File: src/rtl/mem_stage.sv
`timescale 1ns/1ps
// ---------------------------------------------------------------------------
// mem_stage -- Memory stage of the RisKy1 5-stage pipeline.
//
// Takes one instruction at a time from Execute (valid/rdy). The stage either
// passes a non-memory result straight through, drops a misaligned access, or
// runs a load/store on the req/ack data-memory port. Loads get byte/half lane
// selection and sign/zero extension. Every instruction ends in a single-entry
// M2W output register that is held until WB takes it.
//
// Optional feature: define DMEM_TIMEOUT_EN to abort a REQ that sees no ack
// within DMEM_TIMEOUT cycles. This also adds the bus_err output.
//
// Ports:
//   clk_in, reset_in      clock, synchronous active-low reset
//   cpu_halt              blocks new accepts only
//   e2m_*                 instruction from Execute, e2m_rdy back to Execute
//   dmem_*                data-memory request port (word address, byte enables)
//   m2w_*                 result register towards Writeback
//   bus_err               (DMEM_TIMEOUT_EN only) one-cycle pulse on timeout abort
//   misalign              one-cycle pulse when a misaligned access is dropped
// ---------------------------------------------------------------------------
module mem_stage #(
    parameter int RSZ          = 32,
    parameter int MAX_GPR      = 32,
    parameter int DMEM_TIMEOUT = 255
) (
    input  logic           clk_in,
    input  logic           reset_in,
    input  logic           cpu_halt,
    input  logic           e2m_valid,
    output logic           e2m_rdy,
    input  logic           e2m_Rd_wr,
    input  logic [4:0]     e2m_Rd_addr,
    input  logic [RSZ-1:0] e2m_Rd_data,
    input  logic           e2m_is_ld,
    input  logic           e2m_is_st,
    input  logic [1:0]     e2m_size,
    input  logic           e2m_unsigned,
    input  logic [RSZ-1:0] e2m_addr,
    input  logic [RSZ-1:0] e2m_st_data,
    output logic           dmem_req,
    output logic           dmem_we,
    output logic [RSZ-1:0] dmem_addr,
    output logic [3:0]     dmem_be,
    output logic [RSZ-1:0] dmem_wdata,
    input  logic           dmem_ack,
    input  logic [RSZ-1:0] dmem_rdata,
    output logic           m2w_valid,
    input  logic           m2w_rdy,
    output logic           m2w_Rd_wr,
    output logic [4:0]     m2w_Rd_addr,
    output logic [RSZ-1:0] m2w_Rd_data,
`ifdef DMEM_TIMEOUT_EN
    output logic           bus_err,
`endif
    output logic           misalign
);

    // Elaboration-time parameter checks
    if (RSZ != 32) begin : g_bad_rsz
        $fatal(1, "mem_stage: RSZ must be 32");
    end
    if (MAX_GPR != 16 && MAX_GPR != 32) begin : g_bad_gpr
        $fatal(1, "mem_stage: MAX_GPR must be 16 or 32");
    end
    if (DMEM_TIMEOUT < 1 || DMEM_TIMEOUT > 255) begin : g_bad_tmo
        $fatal(1, "mem_stage: DMEM_TIMEOUT must fit an 8-bit counter (1..255)");
    end

    typedef enum logic [1:0] {
        S_IDLE = 2'd0,
        S_REQ  = 2'd1,
        S_OUT  = 2'd2
    } state_t;

    state_t state_q, state_d;

    // Registered datapath
    logic           dmem_we_q;
    logic [RSZ-1:0] dmem_addr_q;
    logic [3:0]     dmem_be_q;
    logic [RSZ-1:0] dmem_wdata_q;
    logic           m2w_rd_wr_q;
    logic [4:0]     m2w_rd_addr_q;
    logic [RSZ-1:0] m2w_rd_data_q;
    logic           misalign_q;
    logic           is_ld_q;
    logic [1:0]     ld_size_q;
    logic           ld_unsigned_q;
    logic [1:0]     ld_lane_q;

    // Accept-side decode
    logic           accept;
    logic           in_is_mem;
    logic           in_misalign;
    logic           in_to_req;
    logic [3:0]     in_be;
    logic [RSZ-1:0] in_wdata;

    // Load-return path
    logic [7:0]     ld_byte;
    logic [15:0]    ld_half;
    logic [RSZ-1:0] ld_result;

    logic           tmo_hit;

    assign accept    = e2m_valid & e2m_rdy;
    assign in_is_mem = e2m_is_ld | e2m_is_st;
    // size 3 is treated like a word access
    assign in_misalign = ((e2m_size == 2'd1) & e2m_addr[0])
                       | (e2m_size[1] & (e2m_addr[1:0] != 2'b00));
    assign in_to_req   = in_is_mem & ~in_misalign;

    // Byte-lane steering of the store: enables shifted to the addressed lane,
    // data replicated so every lane carries it.
    always_comb begin
        in_be    = 4'b1111;
        in_wdata = e2m_st_data;
        case (e2m_size)
            2'd0: begin
                in_be    = 4'b0001 << e2m_addr[1:0];
                in_wdata = {4{e2m_st_data[7:0]}};
            end
            2'd1: begin
                in_be    = 4'b0011 << e2m_addr[1:0];
                in_wdata = {2{e2m_st_data[15:0]}};
            end
            default: ;
        endcase
    end

    // Load lane select and extension. Half accesses are aligned, so only
    // lane bit 1 picks the half.
    assign ld_byte = dmem_rdata[{ld_lane_q, 3'b000} +: 8];
    assign ld_half = ld_lane_q[1] ? dmem_rdata[31:16] : dmem_rdata[15:0];

    always_comb begin
        ld_result = dmem_rdata;
        case (ld_size_q)
            2'd0:    ld_result = {{(RSZ-8){~ld_unsigned_q & ld_byte[7]}}, ld_byte};
            2'd1:    ld_result = {{(RSZ-16){~ld_unsigned_q & ld_half[15]}}, ld_half};
            default: ld_result = dmem_rdata;
        endcase
    end

    // ---------------- FSM: state register ----------------
    always_ff @(posedge clk_in) begin
        if (!reset_in) begin
            state_q <= S_IDLE;
        end else begin
            state_q <= state_d;
        end
    end

    // ---------------- FSM: next state ----------------
    always_comb begin
        state_d = state_q;
        case (state_q)
            S_IDLE: begin
                if (accept) state_d = in_to_req ? S_REQ : S_OUT;
            end
            S_REQ: begin
                if (dmem_ack || tmo_hit) state_d = S_OUT;
            end
            S_OUT: begin
                // accept here implies m2w_rdy: back-to-back without a bubble
                if (accept)       state_d = in_to_req ? S_REQ : S_OUT;
                else if (m2w_rdy) state_d = S_IDLE;
            end
            default: state_d = S_IDLE;
        endcase
    end

    // ---------------- FSM: outputs ----------------
    always_comb begin
        e2m_rdy     = reset_in & ~cpu_halt
                    & ((state_q == S_IDLE) | ((state_q == S_OUT) & m2w_rdy));
        dmem_req    = (state_q == S_REQ);
        m2w_valid   = (state_q == S_OUT);
        dmem_we     = dmem_we_q;
        dmem_addr   = dmem_addr_q;
        dmem_be     = dmem_be_q;
        dmem_wdata  = dmem_wdata_q;
        m2w_Rd_wr   = m2w_rd_wr_q;
        m2w_Rd_addr = m2w_rd_addr_q;
        m2w_Rd_data = m2w_rd_data_q;
        misalign    = misalign_q;
    end

    // ---------------- Datapath ----------------
    // The m2w fields are loaded at accept. They are only visible once the
    // state reaches OUT, and a load overwrites the data on ack.
    always_ff @(posedge clk_in) begin
        if (!reset_in) begin
            dmem_we_q     <= 1'b0;
            dmem_addr_q   <= '0;
            dmem_be_q     <= 4'b0000;
            dmem_wdata_q  <= '0;
            m2w_rd_wr_q   <= 1'b0;
            m2w_rd_addr_q <= 5'd0;
            m2w_rd_data_q <= '0;
            misalign_q    <= 1'b0;
            is_ld_q       <= 1'b0;
            ld_size_q     <= 2'd0;
            ld_unsigned_q <= 1'b0;
            ld_lane_q     <= 2'd0;
        end else begin
            misalign_q <= 1'b0;
            if (accept) begin
                m2w_rd_addr_q <= e2m_Rd_addr;
                m2w_rd_data_q <= e2m_Rd_data;
                // stores and dropped accesses never write a GPR
                m2w_rd_wr_q   <= e2m_Rd_wr & ~e2m_is_st & ~(in_is_mem & in_misalign);
                misalign_q    <= in_is_mem & in_misalign;
                if (in_to_req) begin
                    dmem_we_q     <= e2m_is_st;
                    dmem_addr_q   <= {e2m_addr[RSZ-1:2], 2'b00};
                    dmem_be_q     <= in_be;
                    dmem_wdata_q  <= in_wdata;
                    is_ld_q       <= ~e2m_is_st;
                    ld_size_q     <= e2m_size;
                    ld_unsigned_q <= e2m_unsigned;
                    ld_lane_q     <= e2m_addr[1:0];
                end
            end else if (state_q == S_REQ) begin
                if (dmem_ack) begin
                    if (is_ld_q) m2w_rd_data_q <= ld_result;
                end else if (tmo_hit) begin
                    m2w_rd_wr_q <= 1'b0;
                end
            end
        end
    end

`ifdef DMEM_TIMEOUT_EN
    localparam logic [7:0] TMO_LIMIT = 8'(DMEM_TIMEOUT);

    logic [7:0] tmo_cnt_q;
    logic [7:0] tmo_cnt_d;
    logic       bus_err_q;

    // Abort on the REQ cycle in which the no-ack count would reach the limit
    assign tmo_cnt_d = tmo_cnt_q + 8'd1;
    assign tmo_hit   = (state_q == S_REQ) & ~dmem_ack & (tmo_cnt_d == TMO_LIMIT);
    assign bus_err   = bus_err_q;

    always_ff @(posedge clk_in) begin
        if (!reset_in) begin
            tmo_cnt_q <= 8'd0;
            bus_err_q <= 1'b0;
        end else begin
            bus_err_q <= tmo_hit;
            if (accept) begin
                tmo_cnt_q <= 8'd0;
            end else if ((state_q == S_REQ) && !dmem_ack) begin
                tmo_cnt_q <= tmo_cnt_d;
            end
        end
    end
`else
    assign tmo_hit = 1'b0;
`endif

endmodule

File: config.mk
export PLATFORM = sky130hd
export DESIGN_NAME = mem_stage
export DESIGN_NICKNAME = d
export VERILOG_FILES = /design/src/rtl/mem_stage.sv
export SDC_FILE = /design/constraint.sdc
export NUM_CORES = 1
export LEC_CHECK = 0
export BUFFER_PORTS_ARGS = -buffer_cell sky130_fd_sc_hd__buf_2
export CORE_MARGIN = 5
export CORE_UTILIZATION = 46
export DETAILED_ROUTE_END_ITERATION = 10
export PLACE_DENSITY = 0.8
export SETUP_SLACK_MARGIN = 0.15
export SLEW_MARGIN = 15
export SYNTH_ARGS = -nofsm -noshare
export SYNTH_HDL_FRONTEND = slang
export SYNTH_SLANG_ARGS = --single-unit
File: constraint.sdc
create_clock -name clk_in -period 2.4 [get_ports clk_in]
set_clock_uncertainty 0.1 [all_clocks]
set_input_delay 0.48 -clock clk_in [delete_from_list [all_inputs] [get_ports clk_in]]
set_output_delay 0.48 -clock clk_in [all_outputs]
set_load 0.005 [all_outputs]
# After elaboration in Yosys (flattened, before gate mapping)
# Index checks and enable logic that the tools add are counted.
word_totals:
  register_bits: 114
  wordCells: 68
classes:
  bitwise_logic: 20
  shifts: 3
  reduce_logical: 11
  n_eq_ne: 7
  mux: 14
ops:
  columns: ["cell", "n"]
  rows:
  - ["$mux W32", 4]
  - ["$pmux W32 S2", 2]
  - ["$shiftx A32 B6 Y8", 1]
  - ["$mux W16", 1]
  - ["$and A1 B1 Y1", 12]
  - ["$mux W2", 5]
  - ["$pmux W4 S2", 1]
  - ["$reduce_bool A2 Y1", 4]
  - ["$eq A2 B1 Y1 const B", 3]
  - ["$logic_not A2 Y1", 3]
  - ["$pmux W2 S3", 1]
  - ["$reduce_and A3 Y1", 2]
  - ["$not A1 Y1", 5]
  - ["$reduce_and A2 Y1", 2]
  - ["$shl A1 B2 Y4 const A", 1]
  - ["$shl A2 B2 Y4 const A", 1]
  - ["$ne A3 B1 Y1 const B", 1]
  - ["$or A1 B1 Y1", 3]
  - ["$eq A2 B2 Y1 const B", 1]
  - ["$ne A2 B1 Y1 const B", 1]
  - ["$ne A2 B2 Y1 const B", 1]

# Depth between registers and ports, before layout
# Gate-level depths: netlist of the first run.
depth:
  depth_word: 8
  depth_mapped: 9
  ltp_nobuf: 5

# Least setup slack after synthesis of the first run
# OpenSTA, ideal clock, no wires.
synth_timing:
  path_kind: "input port to flip-flop"
  from: "input port reset_in"
  to: "register dmem_wdata_q[24], in the netlist dmem_wdata[24]"
  setup_slack_ps: 283
  arrival_ps: 1942
  t_required_ps: 2225
  stages: 9
  setup_ps: 75
  cell_sequence: "buf_4 -> nand3b_1 -> or3_1 -> buf_2 -> a211oi_2 -> buf_4 -> buf_6 -> nand3_1 -> a31oi_1"
synth_between:
  elab_chain_cells: 4
synth_rtl:
  columns: ["element", "line_no", "source"]
  rows:
  - ["start: declaration", "29", "input logic reset_in,"]
  - ["$and A1 B1 Y1", "177", "e2m_rdy = reset_in & ~cpu_halt"]
  - ["$and A1 B1 Y1", "178", "& ((state_q == S_IDLE) | ((state_q == S_OUT) & m2w_rdy));"]
  - ["$and A1 B1 Y1", "108", "assign accept = e2m_valid & e2m_rdy;"]
  - ["$reduce_and A2 Y1 (no line)", null, null]
  - ["end signal: assignment", "220", "dmem_wdata_q <= in_wdata;"]
  - ["end: declaration", "83", "logic [RSZ-1:0] dmem_wdata_q;"]
# Several ways; a longest one is shown, not always the timed one.
# A chain may end at the register's enable or synchronous reset.

# Worst setup path after layout of the first run
layout_timing:
  from: "register state_q[1]"
  to: "register dmem_addr_q[21], in the netlist dmem_addr[21]"
layout_between:
  elab_chain_cells: 6
  elab_cells_between_ends: 7
  cone_classes: "eq/ne (1); bitwise (4); reduce/logical (2)"
layout_rtl:
  columns: ["element", "line_no", "source"]
  rows:
  - ["start: declaration", "77", "state_t state_q, state_d;"]
  - ["start signal: assignment", "152", "state_q <= state_d;"]
  - ["$eq A2 B2 Y1", "178", null]
  - ["$and A1 B1 Y1", "178", null]
  - ["$or A1 B1 Y1 *", "178", null]
  - ["$and A1 B1 Y1 *", "178", null]
  - ["$and A1 B1 Y1 *", "108", null]
  - ["$reduce_and A2 Y1 (no line) *", null, null]
  - ["end signal: assignment", "218", "dmem_addr_q <= {e2m_addr[RSZ-1:2], 2'b00};"]
  - ["end: declaration", "81", "logic [RSZ-1:0] dmem_addr_q;"]
# Every way passes the cells marked *; elsewhere a longest branch is shown, timed or not.

==> flow_metrics.env, run 1 <==
export IMPL_drt_pass1_iterations=5
export IMPL_crit_type="flip-flop to flip-flop"
export IMPL_clock_sinks=114
export IMPL_post_cts_buffers=0
export IMPL_outcome="finished, final reports clean"
export IMPL_fin_hold_ws_ns=0.185
export IMPL_synth_ff_type="dfxtp_1"
export IMPL_avgRoutedWirePerCell_um=17.0
export IMPL_die_w_um=117
export IMPL_synth_async_reset_ratio_pct=0
export IMPL_areaGrowthSynthToFinish_pct=40.9
export IMPL_place_gp_congestion=0.909
export IMPL_grt_setup_unrepaired="false"
export IMPL_core_mm2=0.0113
export IMPL_vias=5806
export IMPL_period_needed_ns=2.10
export IMPL_cp_max_fo=18
export IMPL_synthCells=668
export IMPL_overflow=0
export IMPL_synth_edff_count=0
export IMPL_worstSetupEndpointType="flip-flop"
export IMPL_met3_usage_pct=11.2
export IMPL_postSynthAreaPerCell_um2=7.83
export IMPL_clock_path_buffers=2
export IMPL_clk_latency_ns=0.41
export IMPL_drv_cap=0
export IMPL_fin_setup_tns_ns=0
export IMPL_crit_required_ns=2.64
export IMPL_tightest_slew_ns=0.708
export IMPL_top_usage_layer="met2"
export IMPL_portBuffers=253
export IMPL_drt_iter0_markers=547
export IMPL_dpl_hpwl_mm=13.3
export IMPL_post_place_ws_ns=-0.173
export IMPL_synth_warnings=0
export IMPL_power_leakage_uw=0.00331
export IMPL_setup_slack_ns=0.300
export IMPL_routed_wl_mm=18.2
export IMPL_grt_pass1_vias=5455
export IMPL_syn_area_mm2=0.00523
export IMPL_hold_path_class="input port to flip-flop"
export IMPL_ioPinCount=256
export IMPL_grt_pass1_wl_mm=27.4
export IMPL_report_final_setup_viol=0
export IMPL_seq_area_frac_synth_pct=43.6
export IMPL_initial_core_util_pct=46.4
export IMPL_htreeDepth=4
export IMPL_clk_pin_slew_ns=0.05
export IMPL_numCtsBuffers=17
export IMPL_antenna_left=0
export IMPL_layout_nets=1055
export IMPL_min_period_over_period_pct=87.5
export IMPL_diodes=0
export IMPL_grt_max_degree=98
export IMPL_track_usage_pct=25.9
export IMPL_fmax_mhz=476
export IMPL_placed_cells=1034
export IMPL_root_buffer="clkbuf_16"
export IMPL_grtUsageMet1_pct=29.1
export IMPL_drc=0
export IMPL_ir_worst_vdd_mv=0.494
export IMPL_crit_arrival_ns=2.34
export IMPL_antenna_found_initial=0
export IMPL_critPathLaunchType="flip-flop"
export IMPL_fin_cells=1066
export IMPL_hold_viol_final=0
export IMPL_slew_viol_final=0
export IMPL_rows=39
export IMPL_synth_cell_types=46
export IMPL_power_density_mw_per_mm2=736
export IMPL_ys_ff_latch=114
export IMPL_layout_drive_gt1_share_pct=35.5
export IMPL_relSlewSlack_pct=52.7
export IMPL_cts_tree="built"
export IMPL_via_per_inst=5.45
export IMPL_die_h_um=117
export IMPL_die_area_mm2=0.0136
export IMPL_use_met2_pct=44.8
[sequential cells by signal (all words and copies together) (netlist names)]
register / flops
dmem_addr: 30
dmem_be: 4
dmem_wdata: 32
dmem_we: 1
is_ld_q: 1
ld_lane_q: 2
ld_size_q: 2
ld_unsigned_q: 1
m2w_Rd_addr: 5
m2w_Rd_data: 32
m2w_Rd_wr: 1
misalign: 1
state_q: 2
[power by group]
group	internal, µW	switching [µW]
clock	1810	867
sequential	1990	48.6
combinational	323	380
[synthesized netlist by cell type (2+ instances only)]
master    instances  area share [%]
buf_2             4            0.38
o21ai_0          52             5.0
o22ai_1           6            0.72
o22a_1            7             1.2
clkbuf_1         48             3.4
inv_1             3            0.22
dfxtp_1         114              44
a22o_1            8             1.3
mux2i_1           9             1.7
nand2_1         164              12
a221oi_1         18             3.0
a21boi_0          2            0.29
nor2_1           31             2.2
nand3_1          11             1.1
a211o_1           2            0.33
nand2b_1          3            0.36
nor3b_1           2            0.29
o211ai_1         10             1.4
nand3b_1          3            0.43
nor2b_1           5            0.60
o311a_1           6             1.1
nor3_1           13             1.2
buf_4             9             1.3
and3_1            7            0.84
a32oi_1           6             1.0
a21o_1            3            0.43
a211oi_2          2            0.48
a311oi_1          8             1.3
a21oi_1          86             8.2
mux2_2            7             1.5
nor4_1            3            0.36
clkinv_1          2            0.14
[per-stage QoR]
stage | instance area, µm² | power, µW | utilization, %
finish | 7370 | 5420 | 65.4
global route | 7370 | 5640 | 65.4
CTS | 7370 | 5460 | 65.4
detailed placement | 6740 | 2780 | 59.8
global placement | 6740 | 2770 | 59.8
floorplan | 5240 | 2420 | -
[final cells by class]
class	count	area, µm²
Timing Repair Buffer	284	1590
Clock buffer	23	478
Fill cell	972	3900
Inverter	5	20.0
Clock inverter	9	153
Tap cell	143	179
Multi-Input combinational cell	488	2670
Sequential cell	114	2280
[cells in the final DEF, fill, tap and decap left out, types with 8 or more instances in the layout]
cell / n
a21oi_1: 86
a221oi_1: 18
a22o_1: 8
a311oi_1: 8
buf_2: 253
buf_4: 24
clkbuf_16: 17
dfxtp_1: 114
mux2i_1: 9
nand2_1: 164
nand3_1: 11
nor2_1: 30
nor3_1: 12
o211ai_1: 10
o21ai_0: 52
[cell families (layout without fill, tap and decap cells)]
group	Yosys count	count (layout)	synth area share [%]
DFF	114	114	43.6
AOI/OAI and AO/OA	222	222	26.8
other	1	2	0.0717
buffers and inverters	67	321	5.69
muxes	17	17	3.66
and+or+nand+nor	247	247	20.1
[worst max-delay path, stage by stage, from the launching register on]
cell	delay, ns
dfxtp_1	0.31
nor2b_1	0.16
or3_1	0.46
a211oi_4	0.36
buf_4	0.30
buf_12	0.15
nand2_1	0.05
a21oi_1	0.13
[routing by layer]
| metal | share of wire, % | vias to the layer above | routed length (µm) |
|---|---|---|---|
| met2 | 49 | 288 | 8910 |
| met3 | 12 | 25 | 2160 |
| met4 | 1.8 | 0 | 333 |
| li1 | - | 2853 | - |
| met1 | 37 | 2640 | 6770 |
| met5 | 0 | - | 0 |
[path summary, 6_finish.rpt]
check | endpoint | start | slack (ns) | cells past startpoint
setup / recovery | dmem_addr[21] | state_q[1] | 0.30 | 7
hold / removal | m2w_Rd_data[2] | e2m_Rd_data[2] | 0.18 | 2
setup reg to reg | dmem_addr[21] | state_q[1] | 0.30 | 7
hold reg to reg | dmem_addr[2] | dmem_addr[2] | 0.35 | 2
[repair_timing]
| action | in CTS | in global routing |
|---|---|---|
| cloned | 0 | 0 |
| hold buffers | 0 | 0 |
| setup endpoints to repair | 16 | 6 |
| resized for setup | 1 | 1 |
(Power assumes the default switching activity.)
==> inputs of run 2 (changes only) <==
ABC_AREA = 1   (was default)
CORE_UTILIZATION = 48   (was 46)
PLACE_DENSITY = 0.81   (was 0.8)
==> run 2 against run 1 <==
  * Via count increased by 13%
  * Sequential power hardly changed
  * Core utilization shrank 0.25 points
  * Sequential share of layout area is 1.4 points lower
  * Worst hold slack got worse by 0.0057 ns
  * Design area up 4.8%
  * Worst setup slack gained 0.17 ns
  * Critical path depth shrank 2
  * Area after synthesis rose by 9.5%
  * Global-route usage rose by 0.24 points
  * Largest power group unchanged
==> flow_metrics.env, run 2 <==
export IMPL_outcome="finished, final reports clean"
export IMPL_numCtsBuffers=17
export IMPL_die_w_um=119
export IMPL_ir_worst_vdd_mv=0.544
export IMPL_layout_nets=1281
export IMPL_synth_top_area_share_pct=39.8
export IMPL_layout_drive_gt1_share_pct=28.8
export IMPL_avgRoutedWirePerCell_um=14.5
export IMPL_die_area_mm2=0.0142
export IMPL_power_leakage_uw=0.00406
export IMPL_crit_type="flip-flop to output port"
export IMPL_hold_path_class="input port to flip-flop"
export IMPL_ioPinCount=256
export IMPL_synth_warnings=0
export IMPL_clock_sinks=114
export IMPL_period_needed_ns=1.93
export IMPL_drc=0
export IMPL_synth_most_common_cell="nand2_1"
export IMPL_grt_pass1_wl_mm=30.1
export IMPL_areaGrowthSynthToFinish_pct=34.8
export IMPL_routed_wl_mm=18.9
export IMPL_final_cell_mix="nand2_1 (253), buf_2 (253), nor2_1 (180)"
export IMPL_drv_cap=0
export IMPL_fin_setup_tns_ns=0
export IMPL_htreeDepth=4
export IMPL_syn_area_mm2=0.00573
export IMPL_cp_max_fo=7
export IMPL_ys_top_cells_by_count="nand2_1 (253), nor2_1 (180), dfxtp_1 (114)"
export IMPL_min_period_over_period_pct=80.4
export IMPL_synthMuxAreaShare_pct=0
export IMPL_track_usage_pct=26.1
export IMPL_yosys_area_share_adder_pct=0
export IMPL_synth_async_reset_ratio_pct=0
export IMPL_dpl_hpwl_mm=13.6
export IMPL_clock_path_buffers=2
export IMPL_regToRegEndpoint="m2w_Rd_data[29]"
export IMPL_crit_chain="nand2_2 -> inv_1 -> nor2_1 -> buf_4 -> buf_2"
export IMPL_root_buffer="clkbuf_16"
export IMPL_cp_slowest_stage_delay_ns=0.43
export IMPL_power_density_mw_per_mm2=692
export IMPL_fmax_mhz=518
export IMPL_via_per_inst=5.05
export IMPL_synth_top_family_by_area="simple AND/OR/NAND/NOR gates"
export IMPL_vias=6558
export IMPL_endpoint="e2m_rdy"
export IMPL_antenna_left=0
export IMPL_synth_compound_area_share_pct=16.7
export IMPL_place_gp_congestion=0.849
export IMPL_crit_required_ns=1.82
export IMPL_seq_area_frac_synth_pct=39.8
export IMPL_initial_core_util_pct=48.3
export IMPL_regToRegSetupSlack_ns=0.55
export IMPL_cts_tree="built"
export IMPL_fin_cells=1298
export IMPL_drt_pass1_iterations=7
export IMPL_clk_pin_slew_ns=0.06
export IMPL_rr_worst_depth=9
export IMPL_synthSimpleGateAreaFrac_pct=34.0
export IMPL_postSynthAreaPerCell_um2=6.37
export IMPL_synth_ff_type="dfxtp_1"
export IMPL_placed_cells=1264
export IMPL_synthCells=900
export IMPL_portBuffers=253
export IMPL_core_mm2=0.0119
export IMPL_crit_arrival_ns=1.35
export IMPL_clk_latency_ns=0.42
export IMPL_min_from="e2m_addr[29]"
export IMPL_report_final_setup_viol=0
export IMPL_synth_xor_area_share_pct=0
export IMPL_grt_setup_unrepaired="false"
export IMPL_die_h_um=119
export IMPL_ys_ff_latch=114
export IMPL_rows=40
export IMPL_hold_viol_final=0
export IMPL_startpoint="state_q[1]"
export IMPL_r2r_start="ld_size_q[1]"
export IMPL_post_cts_buffers=0
export IMPL_yosys_area_top_type="dfxtp_1"
export IMPL_synth_cell_types=26
export IMPL_grt_pass1_vias=6118
export IMPL_cts_resized_gates=0
export IMPL_ys_top_cells_by_area="dfxtp_1 (40%), nand2_1 (17%), nor2_1 (12%)"
export IMPL_slowest_stage="dfxtp_1"
export IMPL_grt_max_degree=60
export IMPL_synth_edff_count=0
export IMPL_worstSetupEndpointType="output port"
export IMPL_overflow=0
export IMPL_drt_iter0_markers=561
export IMPL_slew_viol_final=0
export IMPL_ctsHoldBuffers=0
export IMPL_critPathLaunchType="flip-flop"
export IMPL_antenna_found_initial=1
[run 2: cell count changes after synthesis, moves of 18 or more]
cell | previous run | this run
a21oi_1 | 86 | 57
a221oi_1 | 18 | 0
buf_2 | 4 | 24
clkbuf_1 | 48 | 18
inv_1 | 3 | 59
nand2_1 | 164 | 253
nor2_1 | 31 | 180
o21ai_0 | 52 | 98
[run 2: cells by family (layout without fill, tap and decap cells)]
kind of cell    Yosys count  count (layout)
compound gates          180             180
buf+inv                 121             369
flops                   114             114
other cells               1               4
simple gates            484             484
[run 2: worst min path at each step]
stage                          end  slack, ns  cells after the start
floorplan                  is_ld_q       0.34                      2
global route         dmem_addr[14]       0.18                      3
finish               dmem_addr[29]       0.18                      3
global placement     dmem_wdata[6]       0.35                      2
CTS                  dmem_addr[29]       0.17                      3
detailed placement  dmem_wdata[25]       0.35                      2
[run 2: layout make-up]
| type | instances | area, µm² |
|---|---|---|
| flip-flops and latches | 114 | 2280 |
| diodes | 2 | 5.00 |
| multi-input cells | 666 | 2910 |
| clock inverters | 13 | 185 |
| repair buffers | 272 | 1470 |
| well taps | 147 | 184 |
| clock buffers | 19 | 443 |
| fillers | 1114 | 4140 |
| inverters | 65 | 244 |
[run 2: stage by stage]
| step | util (%) | cell area [µm²] | setup slack (ns) | hold WS [ns] | total power [µW] |
|---|---|---|---|---|---|
| after detailed placement | 59.8 | 7090 | 0.415 | 0.350 | 2700 |
| after global routing | 65.1 | 7720 | 0.374 | 0.179 | 5580 |
| final | 65.1 | 7730 | 0.470 | 0.179 | 5350 |
| after global placement | 59.8 | 7090 | 0.476 | 0.346 | 2690 |
| after floorplan | - | 5730 | 0.773 | 0.340 | 2400 |
| after CTS | 65.1 | 7720 | 0.465 | 0.170 | 5380 |
[run 2: report_power, final]
part	switching (µW)	internal, µW	total (µW)
clock	916	1760	2680
combinational	388	277	664
sequential	40.3	1970	2010
[run 2: routing by layer]
| layer | vias to the layer above | wire length, µm | global-route usage (%) |
|---|---|---|---|
| li1 | 3316 | - | - |
| met1 | 2919 | 7830 | 31.9 |
| met2 | 278 | 8910 | 41.7 |
| met3 | 45 | 1600 | 8.97 |
| met5 | - | 0 | 0 |
| met4 | 0 | 527 | 11.4 |
[run 2: worst max-delay path, delay by kind of cell, from the launching register on]
kind	cells	cell delay, ns
buffers and inverters	3	0.34
AND/OR/NAND/NOR	2	0.16
flip-flops	1	0.43
